<file path="config.mk">
export PLATFORM = sky130hd
export DESIGN_NAME = sipo_deshifter
export DESIGN_NICKNAME = d
export VERILOG_FILES = /design/src/rtl/sipo_deshifter.sv
export SDC_FILE = /design/constraint.sdc
export NUM_CORES = 1
export LEC_CHECK = 0
export BUFFER_PORTS_ARGS = -buffer_cell sky130_fd_sc_hd__buf_2
export CAP_MARGIN = 20
export CELL_PAD_IN_SITES_DETAIL_PLACEMENT = 0
export CELL_PAD_IN_SITES_GLOBAL_PLACEMENT = 1
export CORE_AREA = 2 2 56 58
export CTS_BUF_LIST = sky130_fd_sc_hd__clkbuf_8
export CTS_CLUSTER_SIZE = 14
export DETAILED_ROUTE_END_ITERATION = 8
export DIE_AREA = 0 0 58 60
export HOLD_SLACK_MARGIN = 0.03
export PLACE_DENSITY = 0.84
export SLEW_MARGIN = 25
export SYNTH_ARGS = -nofsm -noshare
export SYNTH_HDL_FRONTEND = slang
export SYNTH_SLANG_ARGS = --single-unit
</file>
<file path="constraint.sdc">
create_clock -name clk -period 4.95 [get_ports clk]
set_input_delay 0.2475 -clock clk [delete_from_list [all_inputs] [get_ports clk]]
set_output_delay 0.2475 -clock clk [all_outputs]
set_load 0.1 [all_outputs]
</file>
<file path="src/rtl/sipo_deshifter.sv">
// sipo_deshifter: serial-in/parallel-out receiver with single-entry valid/ready output slot
module sipo_deshifter #(
  parameter int WIDTH = 8,
  parameter int CNT_W = 3
) (
  input  logic             clk,
  input  logic             rst,
  input  logic             ser_in,
  input  logic             ser_valid,
  input  logic             msb_first,
  input  logic             flush,
  input  logic             ovr_clr,
  output logic [WIDTH-1:0] par_out,
  output logic             out_valid,
  input  logic             out_ready,
  output logic             overrun,
  output logic             ovr_sticky,
  output logic [CNT_W-1:0] bit_cnt
);
  logic [WIDTH-1:0] sh, sh_nx;
  logic             ord_q, ord, accept, done, take, drop;
  // bit order is taken from msb_first only on the first bit of a word
  always_comb begin
    accept = ser_valid & ~flush;
    ord    = (bit_cnt == '0) ? msb_first : ord_q;
    sh_nx  = ord ? {sh[WIDTH-2:0], ser_in} : {ser_in, sh[WIDTH-1:1]};
    done   = accept & (bit_cnt == CNT_W'(WIDTH - 1));
    take   = out_valid & out_ready;
    drop   = done & out_valid & ~out_ready;
  end
  // shift register, bit counter and latched order; flush beats a same-cycle bit
  always_ff @(posedge clk or negedge rst) begin
    if (!rst) begin
      sh      <= '0;
      bit_cnt <= '0;
      ord_q   <= 1'b0;
    end else if (flush) begin
      sh      <= '0;
      bit_cnt <= '0;
    end else if (accept) begin
      sh      <= sh_nx;
      bit_cnt <= done ? '0 : bit_cnt + CNT_W'(1);
      ord_q   <= ord;
    end
  end
  // output slot: load on completion if free or draining, otherwise drop and flag
  always_ff @(posedge clk or negedge rst) begin
    if (!rst) begin
      par_out    <= '0;
      out_valid  <= 1'b0;
      overrun    <= 1'b0;
      ovr_sticky <= 1'b0;
    end else begin
      if (done & (~out_valid | out_ready)) begin
        par_out   <= sh_nx;
        out_valid <= 1'b1;
      end else if (take) begin
        out_valid <= 1'b0;
      end
      overrun    <= drop;
      ovr_sticky <= drop | (ovr_sticky & ~ovr_clr);
    end
  end
endmodule

</file>
# ---- Word-level counts from Yosys, hierarchy flattened
# Cells that the tools add are included.
dict set report word_totals {
  in_bits 8
  out_inout_bits 14
  elab_cells 35
  reg_bits 23
}
dict set report op_classes {
  n_reduce_logical 4
  n_eq_ne 1
  muxes 9
  add_sub_neg 1
  bitwise_logic 13
}
# cell count
set ops {}
lappend ops {{$mux W8} 3}
lappend ops {{$mux W3} 3}
lappend ops {{$and A1 B1 Y1} 7}
lappend ops {{$not A1 Y1} 4}
lappend ops {{$reduce_bool A2 Y1} 2}
lappend ops {{$add A3 B1 Y3 const B} 1}
lappend ops {{$eq A3 B3 Y1 const B} 1}
lappend ops {{$logic_not A3 Y1} 1}
lappend ops {{$mux W1} 3}
lappend ops {{$or A1 B1 Y1} 2}
lappend ops {{$reduce_and A2 Y1} 1}

# ---- Logic depth before layout (Yosys ltp)
# Gate-level depths: netlist of run 1.
dict set report logic_depth {
  depth_word 6
  ltp_mapped 7
  depth_no_buf 5
}

# ---- Least setup slack after synthesis of run 1
# No wires, ideal clock.
dict set report synth_path {
  path_type {register to register}
  start {register bit_cnt[0]}
  end {register par_out[0]}
  path_stages_with_launch 8
  setup_slack_ps 2836
  path_buffers 2
  period_less_slack_ps 2114
  arrival_ps 1981
  path_cell_list {dfrtp_1 ha_1 ha_1 and3b_1 buf_6 and2_4 buf_6 a31oi_1}
}
dict set report synth_between {
  elab_chain_len 3
}
# item line_no
set synth_rtl {}
lappend synth_rtl {{from (decl)} 18} ;# output logic [CNT_W-1:0] bit_cnt
lappend synth_rtl {{from (signal assigned)} 42} ;# bit_cnt <= done ? '0 : bit_cnt + CNT_W'(1);
lappend synth_rtl {{$eq A3 B3 Y1 or $logic_not A3 Y1 (tied branches)} {27, 25}}
lappend synth_rtl {{$and A1 B1 Y1 or $mux W1 (tied branches)} {27, 25}}
lappend synth_rtl {{$and A1 B1 Y1 or $mux W8 (tied branches)} {54, 26}}
lappend synth_rtl {{to (signal assigned)} 55} ;# par_out <= sh_nx;
lappend synth_rtl {{to (decl)} 13} ;# output logic [WIDTH-1:0] par_out,
# Several ways; a longest one is shown, not always the timed one.
# A chain may end at the register's enable or synchronous reset.

# ---- Final worst setup path of run 1
dict set report layout_path {
  start {register bit_cnt[0]}
  end {register ord_q}
}
dict set report layout_between {
  elab_chain_len 2
}
# item line_no
set layout_rtl {}
lappend layout_rtl {{$logic_not A3 Y1} 25} ;# ord = (bit_cnt == '0) ? msb_first : ord_q;
lappend layout_rtl {{$mux W1} 25}
lappend layout_rtl {{to (signal assigned)} 43} ;# ord_q <= ord;
lappend layout_rtl {{to (decl)} 21} ;# logic ord_q, ord, accept, done, take, drop;
# No other way between the ends.

==> results.py, run 1 <==
metrics = {
    "worst_setup_path": {
        "critical_path_peak_fanout": 10,
        "crit_path_start_kind": "flip-flop",
        "timing_worst_setup_path_type": "flip-flop to flip-flop",
        "path_buf_inv": 1,
        "worstPathCellList": "inv_1, ha_1, or2b_4, nor3_2, mux2_2",
        "timing.reg2reg.setup_slack_ns": 3.22,
        "worst_r2r_path_depth": 5,
        "max_stage_delay_ns": 0.43,
        "critPathArrivalTime_ns": 1.89,
        "timing.critical_path.max_delay_family": "simple AND/OR/NAND/NOR gates",
        "critical_path_required_ns": 5.11,
        "worst_setup_path_endpoint": "ord_q",
        "worst_setup_path_end_kind": "flip-flop",
        "critical_path.startpoint": "bit_cnt[0]",
        "worst_r2r_startpoint": "bit_cnt[0]",
        "timing.critical_path.depth": 5,
        "worstReg2RegEnd": "ord_q",
        "critical_path.slowest_cell": "dfrtp_1",
    },
    "final_layout": {
        "area_delta_synth_final_pct": 10.3,
        "share_of_final_layout_standard_cells_stronger_than_drive_strength_1": 0.197,
        "num_antenna_cells": 0,
        "num-nets-final": 159,
        "multiInputGateArea_um2": 642,
        "num-fill-cells": 286,
        "final_core_occ": 0.494,
        "final_cells": 180,
        "layout.area.seq_um2": 576,
    },
    "route": {
        "drtPass1Iterations": 4,
        "drt-total-wl_mm": 3.05,
        "route.met3.wl_um": 150,
        "route.met2.wl_mm": 1.53,
        "vias_per_cell": 6.11,
        "maxUsedRoutingLayer": "met4",
        "routed-via-count": 1100,
        "postRouteAntennaNets": 0,
        "wl_met1_mm": 1.32,
        "detail_route.iter0.violations": 41,
        "drc_errors": 0,
        "avgRoutedWirePerCell_um": 16.9,
    },
    "synthesis": {
        "dominant_combinational_cell_family_by_area_after_synthesis": "simple AND/OR/NAND/NOR gates",
        "synth-seq-area-share": 0.443,
        "synth.top_cell.area_share": 0.443,
        "netlist.top_cell.by_area": "dfrtp_1",
        "ys_seq_elements": 23,
        "synth_adder_area_share": 0.0289,
        "synth_area_per_cell_um2": 9.92,
        "yosys.area_share.xor_xnor": 0,
        "synth_warnings": 0,
        "share_of_synthesized_cell_area_in_and_or_nand_and_nor_gates": 0.244,
        "yosysUniqueCellTypes": 29,
        "synth-compound-area-share": 0.205,
        "yosys-mux-area-fraction": 0.0164,
        "cell_count_after_synthesis": 131,
        "syn-cell-area_um2": 1300,
        "synth.top_cells.by_area": "dfrtp_1 (44%), a31oi_1 (7.7%), a311oi_1 (5.4%), nor4bb_1 (4.6%), and2b_1 (4.0%)",
        "synth_fp_nets": 142,
    },
    "clock_tree": {
        "cts.sink_count": 23,
        "cts-hold-fix-buffers": 1,
        "cts_tree": "yes",
        "tritoncts.num_buffers": 3,
        "worst_skew_pair.late_latency_ns": 0.27,
        "clockRootBuffer": "clkbuf_8",
        "cts_setup_buffers": 0,
        "clock_path_buffers": 2,
        "cts_repair_resize_count": 0,
        "worst_setup_hold_path_clk_slew_ns": 0.08,
        "cts-htree-levels": 1,
    },
    "sta": {
        "timing.fmax_mhz": 579,
        "final_max_slew_viol_count": 0,
        "timing.max_slew.rel_slack": 0.650,
        "period_minus_slack_ns": 1.73,
        "grt_setup_unrepaired": "no",
        "timing.final.setup_violations": 0,
        "final_hold_viol_count": 0,
        "setup-tns-final_ns": 0,
        "portion_of_the_clock_cycle_consumed_by_the_worst_path_in_the_final_layout": 0.349,
        "final.setup_skew_ns": 0.00217,
        "timing.hold.ws_ns": 0.149,
        "worstMarginPinSlew_ns": 0.525,
    },
    "floorplan": {
        "die-area_um2": 3480,
        "die_width_um": 58,
        "die_y_um": 60,
        "ioPinCount": 22,
        "fp-row-count": 20,
        "initial_core_util": 0.448,
        "core_area_um2": 2900,
    },
    "grt": {
        "grt_util_overall": 0.186,
        "grt_start_max_net_pins": 24,
        "first_global_vias": 987,
        "overflow": 0,
        "grt_antenna_before_repair": 0,
        "grt_first_pass_wirelength_mm": 4.73,
    },
    "power_and_ir_drop": {
        "cellPowerDensity_nw_per_um2": 282,
        "net-switching-power_uw": 124,
        "power_frac_clock": 0.294,
        "p_seq_frac": 0.521,
        "vdd_ir_drop_max_uv": 147,
        "leakage_uw": 0.000695,
        "power.combinational.fraction": 0.185,
        "net_switching_share_of_the_total_power": 0.307,
        "cell_internal_pwr_uw": 280,
        "totalPowerFinal_uw": 404,
    },
    "hold_path": {
        "min_from": "ovr_clr",
        "min_path_type": "input pin to flip-flop",
    },
    "place": {
        "global_placer_s_final_weighted_congestion": 0.855,
        "detailed_place_hpwl_mm": 2.13,
        "numPortBuffers": 21,
        "cell_total_after_placement": 175,
    },
    "run_status": {
        "status": "finished clean",
    },
    "run": {
        "max-cap-violations": 0,
    },
}
Yosys cell counts:
cell,number
a311oi_1,8
nor4bb_1,6
a31oi_1,16
mux2_2,1
buf_2,3
and4bb_2,1
nor3_2,1
inv_1,4
o22ai_1,1
nor2_1,11
a21oi_1,10
mux2i_1,1
nor2b_1,2
nor3b_1,1
dfrtp_1,23
and2_4,1
and4bb_1,1
and2_1,8
nand2b_1,1
clkbuf_1,3
or2b_4,1
buf_6,3
ha_1,3
and3b_1,1
buf_4,1
nand3b_1,2
nand2_1,2
o21ai_0,8
and2b_1,7
cell families after synthesis:
family	count (synthesis)
multiplexers	2
AND/OR/NAND/NOR	46
AO/OA/AOI/OAI	43
adder cells (fa/ha/maj)	3
flip-flops	23
buffers and inverters	14
per-stage QoR:
stage / worst slack [ns] / cell area, um^2
2_1_floorplan: 2.84 / 1300
3_3_place_gp: 3.26 / 1380
3_5_place_dp: 3.23 / 1380
4_1_cts: 3.22 / 1430
5_1_grt: 3.07 / 1430
6_report: 3.22 / 1430
routing by layer:
| layer | track usage | vias to the layer above |
|---|---|---|
| li1 | - | 518 |
| met1 | 0.234 | 537 |
| met2 | 0.320 | 40 |
| met3 | 0.0260 | 5 |
| met4 | 0.0797 | 0 |
| met5 | 0 | - |
power by group through the flow:
stage	Sequential, uW	Clock (uW)	Combinational [uW]
2_1_floorplan	219	0	49.0
3_3_place_gp	214	0	72.3
3_5_place_dp	214	0	74.3
4_1_cts	210	120	74.9
5_1_grt	212	127	80.4
6_report	210	119	74.7
final cells by class:
type                            instances  area share
Clock buffer                            3      0.0288
Clock inverter                          1     0.00262
Timing Repair Buffer                   22      0.0803
Multi-Input combinational cell         94       0.448
Inverter                                4      0.0105
Tap cell                               33      0.0288
Sequential cell                        23       0.401
state kept, by name, indices dropped and copies added (netlist names):
name        count
bit_cnt         3
ord_q           1
out_valid       1
overrun         1
ovr_sticky      1
par_out         8
sh              8
cell usage in the layout (no fill, tap or decap):
| cell | n |
|---|---|
| inv_1 | 5 |
| buf_2 | 21 |
| nor4bb_1 | 6 |
| dlygate4sd3_1 | 1 |
| and2b_1 | 7 |
| dfrtp_1 | 23 |
| o22ai_1 | 1 |
| a21oi_1 | 10 |
| nor3b_1 | 1 |
| ha_1 | 3 |
| and2_1 | 8 |
| and4bb_1 | 1 |
| mux2_2 | 1 |
| nand2b_1 | 1 |
| clkbuf_8 | 3 |
| nor2_1 | 11 |
| nor2b_1 | 2 |
| nand3b_1 | 2 |
| a31oi_1 | 16 |
| mux2i_1 | 1 |
| o21ai_0 | 8 |
| a311oi_1 | 8 |
| and4bb_2 | 1 |
| or2b_4 | 1 |
| nand2_1 | 2 |
| nor3_2 | 1 |
| and2_4 | 1 |
| and3b_1 | 1 |
worst min path at each step:
stage,depth (start not counted),endpoint,slack [ns]
after floorplan,0,bit_cnt[0],-0.05
after global placement,1,sh[4],0.25
after detailed placement,1,sh[4],0.26
after CTS,2,ovr_sticky,0.15
after global routing,2,ovr_sticky,0.17
final,2,ovr_sticky,0.15
Note: power is estimated with default switching activity, not from simulation.
==> inputs of run 2 (changes only) <==
CORE_AREA = 2 2 61 63   (was 2 2 56 58)
DIE_AREA = 0 0 63 65   (was 0 0 58 60)
PLACE_DENSITY = 0.75   (was 0.84)
clock period = 1.5 ns   (was 4.95 ns; I/O delays follow)
==> results.py, run 2 (synthesized netlist as in run 1, its figures left out) <==
metrics = {
    "sta": {
        "worstMarginPinSlew_ns": 0.545,
        "timing.max_slew.rel_slack": 0.637,
        "final_hold_viol_count": 0,
        "timing.fmax_mhz": 627,
        "timing.final.setup_violations": 7,
        "portion_of_the_clock_cycle_consumed_by_the_worst_path_in_the_final_layout": 1.06,
        "period_minus_slack_ns": 1.59,
        "final.setup_skew_ns": 0.00645,
        "grt_setup_unrepaired": "yes",
        "final_max_slew_viol_count": 0,
        "setup_ws_ns": -0.0950,
    },
    "final_layout": {
        "num-nets-final": 180,
        "multiInputGateArea_um2": 1020,
        "top_flop_regs": "par_out x8, sh x8, bit_cnt x3",
        "layout.area.seq_um2": 587,
        "finish.instance_area_um2": 2040,
        "final_core_occ": 0.585,
        "num-fill-cells": 295,
        "num_antenna_cells": 0,
        "share_of_final_layout_standard_cells_stronger_than_drive_strength_1": 0.560,
        "layout.cells.most_common_list": "buf_2 (21), dfrtp_1 (20), buf_4 (12), nor2_1 (11)",
        "area_delta_synth_final_pct": 57.3,
        "final_common_cell": "buf_2",
    },
    "worst_setup_path": {
        "max_stage_delay_ns": 0.51,
        "crit_path_start_kind": "flip-flop",
        "critical_path_peak_fanout": 6,
        "critical_path_required_ns": 1.66,
        "worstPathCellList": "inv_4, ha_4, or2b_4, nor3_4, mux2_4",
        "critical_path.slowest_cell": "dfrtp_4",
        "timing_worst_setup_path_type": "flip-flop to flip-flop",
        "worst_setup_path_end_kind": "flip-flop",
        "critPathArrivalTime_ns": 1.76,
    },
    "clock_tree": {
        "clockRootBuffer": "clkbuf_8",
        "cts_tree": "yes",
        "worst_setup_hold_path_clk_slew_ns": 0.09,
        "clock_path_buffers": 2,
        "cts-htree-levels": 1,
        "cts.sink_count": 23,
        "worst_skew_pair.late_latency_ns": 0.27,
        "tritoncts.num_buffers": 3,
    },
    "floorplan": {
        "die_y_um": 65,
        "initial_core_util": 0.372,
        "core_area_um2": 3500,
        "die_width_um": 63,
        "die-area_um2": 4100,
        "fp-row-count": 22,
        "ioPinCount": 22,
    },
    "grt": {
        "overflow": 0,
        "first_global_vias": 1178,
        "grt_first_pass_wirelength_mm": 5.89,
        "grt_util_overall": 0.189,
        "grt_antenna_before_repair": 0,
        "grt_start_max_net_pins": 24,
    },
    "route": {
        "drt-total-wl_mm": 3.57,
        "postRouteAntennaNets": 0,
        "drc_errors": 0,
        "drtPass1Iterations": 4,
        "avgRoutedWirePerCell_um": 16.5,
        "vias_per_cell": 5.49,
        "routed-via-count": 1186,
        "detail_route.iter0.violations": 45,
    },
    "power_and_ir_drop": {
        "cellPowerDensity_nw_per_um2": 764,
        "vdd_ir_drop_max_uv": 331,
        "leakage_uw": 0.000860,
    },
    "place": {
        "numPortBuffers": 21,
        "place_area_um2": 1730,
        "dpl_worst_slack_ns": -0.110,
        "detailed_place_hpwl_mm": 2.32,
        "global_placer_s_final_weighted_congestion": 0.749,
    },
    "hold_path": {
        "min_path_type": "input pin to flip-flop",
    },
    "run": {
        "max-cap-violations": 0,
    },
    "run_status": {
        "violations": "negative setup slack",
        "status": "finished, violations left",
    },
}
## run 2: path summary, 6_finish.rpt
path                            start          to  slack, ns  cells after the start
max                        bit_cnt[1]       ord_q      -0.09                      5
min                         ser_valid       sh[2]       0.18                      3
min in group asynchronous         rst  ovr_sticky       0.31                      2
max in group asynchronous         rst  bit_cnt[0]       0.80                      2
min reg2reg                par_out[3]  par_out[3]       0.55                      2
max reg2reg                bit_cnt[1]       ord_q      -0.09                      5
## run 2: what timing repair did
action / CTS / global route
setup endpoints to repair: 17 / 18
pin swaps: 6 / 15
hold endpoints to repair: 24 / 0
resized for setup: 34 / 17
hold buffers: 2 / 0
buffers inserted: 2 / 2
## run 2: power breakdown
group / switching, uW / total [uW] / internal, uW / leakage [uW]
combinational: 233 / 461 / 228 / 0.000527
sequential: 59.9 / 709 / 649 / 0.000306
clock: 208 / 392 / 184 / 0.0000269
## run 2: routing by layer
layer / global-route usage / part of all wire / vias to the layer above
met1: 0.234 / 0.47 / 599
met5: 0 / 0 / -
met2: 0.331 / 0.49 / 24
met4: 0.0833 / 0.017 / 0
li1: - / - / 558
met3: 0.0208 / 0.025 / 5
## run 2: critical path, delay by kind of cell (launching register included)
family	cells	cell delay [ns]
adder cells (fa/ha/maj)	1	0.16
buffers and inverters	1	0.07
flip-flops	1	0.51
multiplexers	1	0.32
AND/OR/NAND/NOR	2	0.43
## run 2: layout make-up
type                            count  area share
Clock buffer                        3      0.0202
Clock inverter                      1     0.00184
Inverter                            4     0.00857
Multi-Input combinational cell     94       0.499
Sequential cell                    23       0.287
Tap cell                           48      0.0294
Timing Repair Buffer               43       0.154
## run 2: stage by stage
step / total power (uW) / setup TNS (ns) / hold slack [ns] / cells
detailed placement: 1070 / -0.582 / 0.0869 / 206
finish: 1560 / -0.339 / 0.183 / 216
global route: 1630 / -1.15 / 0.199 / 216
CTS: 1530 / -0.385 / 0.170 / 214
global placement: 1060 / -0.0881 / 0.0802 / 206
floorplan: 960 / -2.81 / -0.221 / 131
==> inputs of run 3 (changes only) <==
CORE_AREA = 2 2 62 64   (was 2 2 61 63)
CTS_BUF_LIST = not set   (was sky130_fd_sc_hd__clkbuf_8)
DIE_AREA = 0 0 64 66   (was 0 0 63 65)
PLACE_DENSITY = 0.73   (was 0.75)
==> results.py, run 3 (synthesized netlist as in run 1, its figures left out) <==
metrics = {
    "run_status": {
        "status": "finished, violations left",
        "violations": "negative setup slack",
    },
    "floorplan": {
        "die_y_um": 66,
        "ioPinCount": 22,
        "fp-row-count": 22,
        "core_area_um2": 3550,
        "die-area_um2": 4220,
        "die_width_um": 64,
        "initial_core_util": 0.366,
    },
    "worst_setup_path": {
        "timing_worst_setup_path_type": "flip-flop to flip-flop",
        "worst_setup_path_end_kind": "flip-flop",
        "critical_path_peak_fanout": 6,
        "critical_path_required_ns": 1.70,
        "crit_path_start_kind": "flip-flop",
        "critPathArrivalTime_ns": 1.81,
        "worst_r2r_startpoint": "bit_cnt[0]",
        "critical_path.startpoint": "bit_cnt[0]",
    },
    "route": {
        "avgRoutedWirePerCell_um": 16.3,
        "drt-total-wl_mm": 3.48,
        "drtPass1Iterations": 4,
        "route.met2.wl_mm": 1.78,
        "postRouteAntennaNets": 0,
        "drc_errors": 0,
        "routed-via-count": 1176,
        "wl_met1_mm": 1.59,
        "detail_route.iter0.violations": 49,
        "route.met3.wl_um": 103,
        "vias_per_cell": 5.50,
        "maxUsedRoutingLayer": "met4",
    },
    "grt": {
        "grt_antenna_before_repair": 0,
        "first_global_vias": 1209,
        "grt_start_max_net_pins": 24,
        "grt_util_overall": 0.183,
        "grt_first_pass_wirelength_mm": 6.00,
        "overflow": 0,
    },
    "clock_tree": {
        "worst_setup_hold_path_clk_slew_ns": 0.14,
        "clock_path_buffers": 2,
        "tritoncts.num_buffers": 3,
        "cts_tree": "yes",
        "worst_skew_pair.late_latency_ns": 0.32,
        "clockRootBuffer": "clkbuf_4",
        "cts-htree-levels": 1,
        "cts.sink_count": 23,
    },
    "sta": {
        "final_hold_viol_count": 0,
        "worstMarginPinSlew_ns": 0.555,
        "period_minus_slack_ns": 1.60,
        "grt_setup_unrepaired": "yes",
        "setup-tns-final_ns": -0.545,
        "portion_of_the_clock_cycle_consumed_by_the_worst_path_in_the_final_layout": 1.07,
        "timing.fmax_mhz": 623,
        "timing.max_slew.rel_slack": 0.630,
        "timing.hold.ws_ns": 0.139,
        "final_max_slew_viol_count": 0,
        "final.setup_skew_ns": 0.0134,
        "timing.final.setup_violations": 16,
        "setup_ws_ns": -0.104,
    },
    "final_layout": {
        "num-fill-cells": 308,
        "layout.cells.most_common_list": "buf_2 (22), dfrtp_1 (20), nor2_1 (11), buf_4 (11)",
        "top_flop_regs": "par_out x8, sh x8, bit_cnt x3",
        "finish.instance_area_um2": 1950,
        "final_common_cell": "buf_2",
        "share_of_final_layout_standard_cells_stronger_than_drive_strength_1": 0.530,
        "num-nets-final": 178,
        "final_core_occ": 0.548,
        "num_antenna_cells": 0,
        "area_delta_synth_final_pct": 49.8,
    },
    "place": {
        "place_area_um2": 1720,
        "global_placer_s_final_weighted_congestion": 0.749,
        "numPortBuffers": 21,
        "detailed_place_hpwl_mm": 2.34,
    },
    "hold_path": {
        "min_path_type": "input pin to flip-flop",
        "min_from": "ser_valid",
    },
    "power_and_ir_drop": {
        "totalPowerFinal_uw": 1440,
        "leakage_uw": 0.000821,
        "cellPowerDensity_nw_per_um2": 740,
        "vdd_ir_drop_max_uv": 421,
    },
    "run": {
        "max-cap-violations": 0,
    },
}
-- run 3: through the flow --
step	worst slack [ns]	cells
after CTS	-0.113	214
after global routing	-0.154	214
final	-0.104	214
after global placement	-0.0486	205
after detailed placement	-0.105	205
after floorplan	-0.232	131
-- run 3: power by group --
part           switching, uW  internal [uW]  total [uW]
logic                    224            207         432
clock network            198            104         302
registers               58.5            649         708
total                    481            960        1440
-- run 3: worst paths after layout --
path | end | slack [ns] | depth (start not counted)
hold / removal | sh[0] | 0.14 | 3
setup reg to reg | ord_q | -0.10 | 5
hold reg to reg | par_out[3] | 0.57 | 2
min in group asynchronous | bit_cnt[0] | 0.26 | 2
setup / recovery | ord_q | -0.10 | 5
max in group asynchronous | bit_cnt[2] | 0.81 | 2
-- run 3: area by class of cell --
| cell class | count | area [um^2] | share of cell area |
|---|---|---|---|
| clock buffer | 4 | 26.3 | 0.0135 |
| multi-input combinational | 94 | 967 | 0.497 |
| inverter | 4 | 17.5 | 0.00900 |
| sequential | 23 | 587 | 0.301 |
| timing repair buffer | 41 | 289 | 0.148 |
| tap | 48 | 60.1 | 0.0308 |
-- run 3: timing repair --
item,CTS,global route
hold endpoints to repair,24,0
gates resized for setup,33,8
buffers inserted,3,1
endpoints found under the setup margin,17,17
hold buffers,2,0
pin swaps,10,3
-- run 3: worst max-delay path, cell delays in order, from the launching register on --
cell and delay, ns:
dfrtp_4 0.54, inv_4 0.07, ha_4 0.15, or2b_4 0.28, nor3_4 0.13, mux2_4 0.32
-- run 3: metal layers --
layer | vias up | GRT usage
li1 | 559 | -
met1 | 595 | 0.230
met2 | 20 | 0.326
met3 | 2 | 0.0256
met4 | 0 | 0.0543
met5 | - | 0
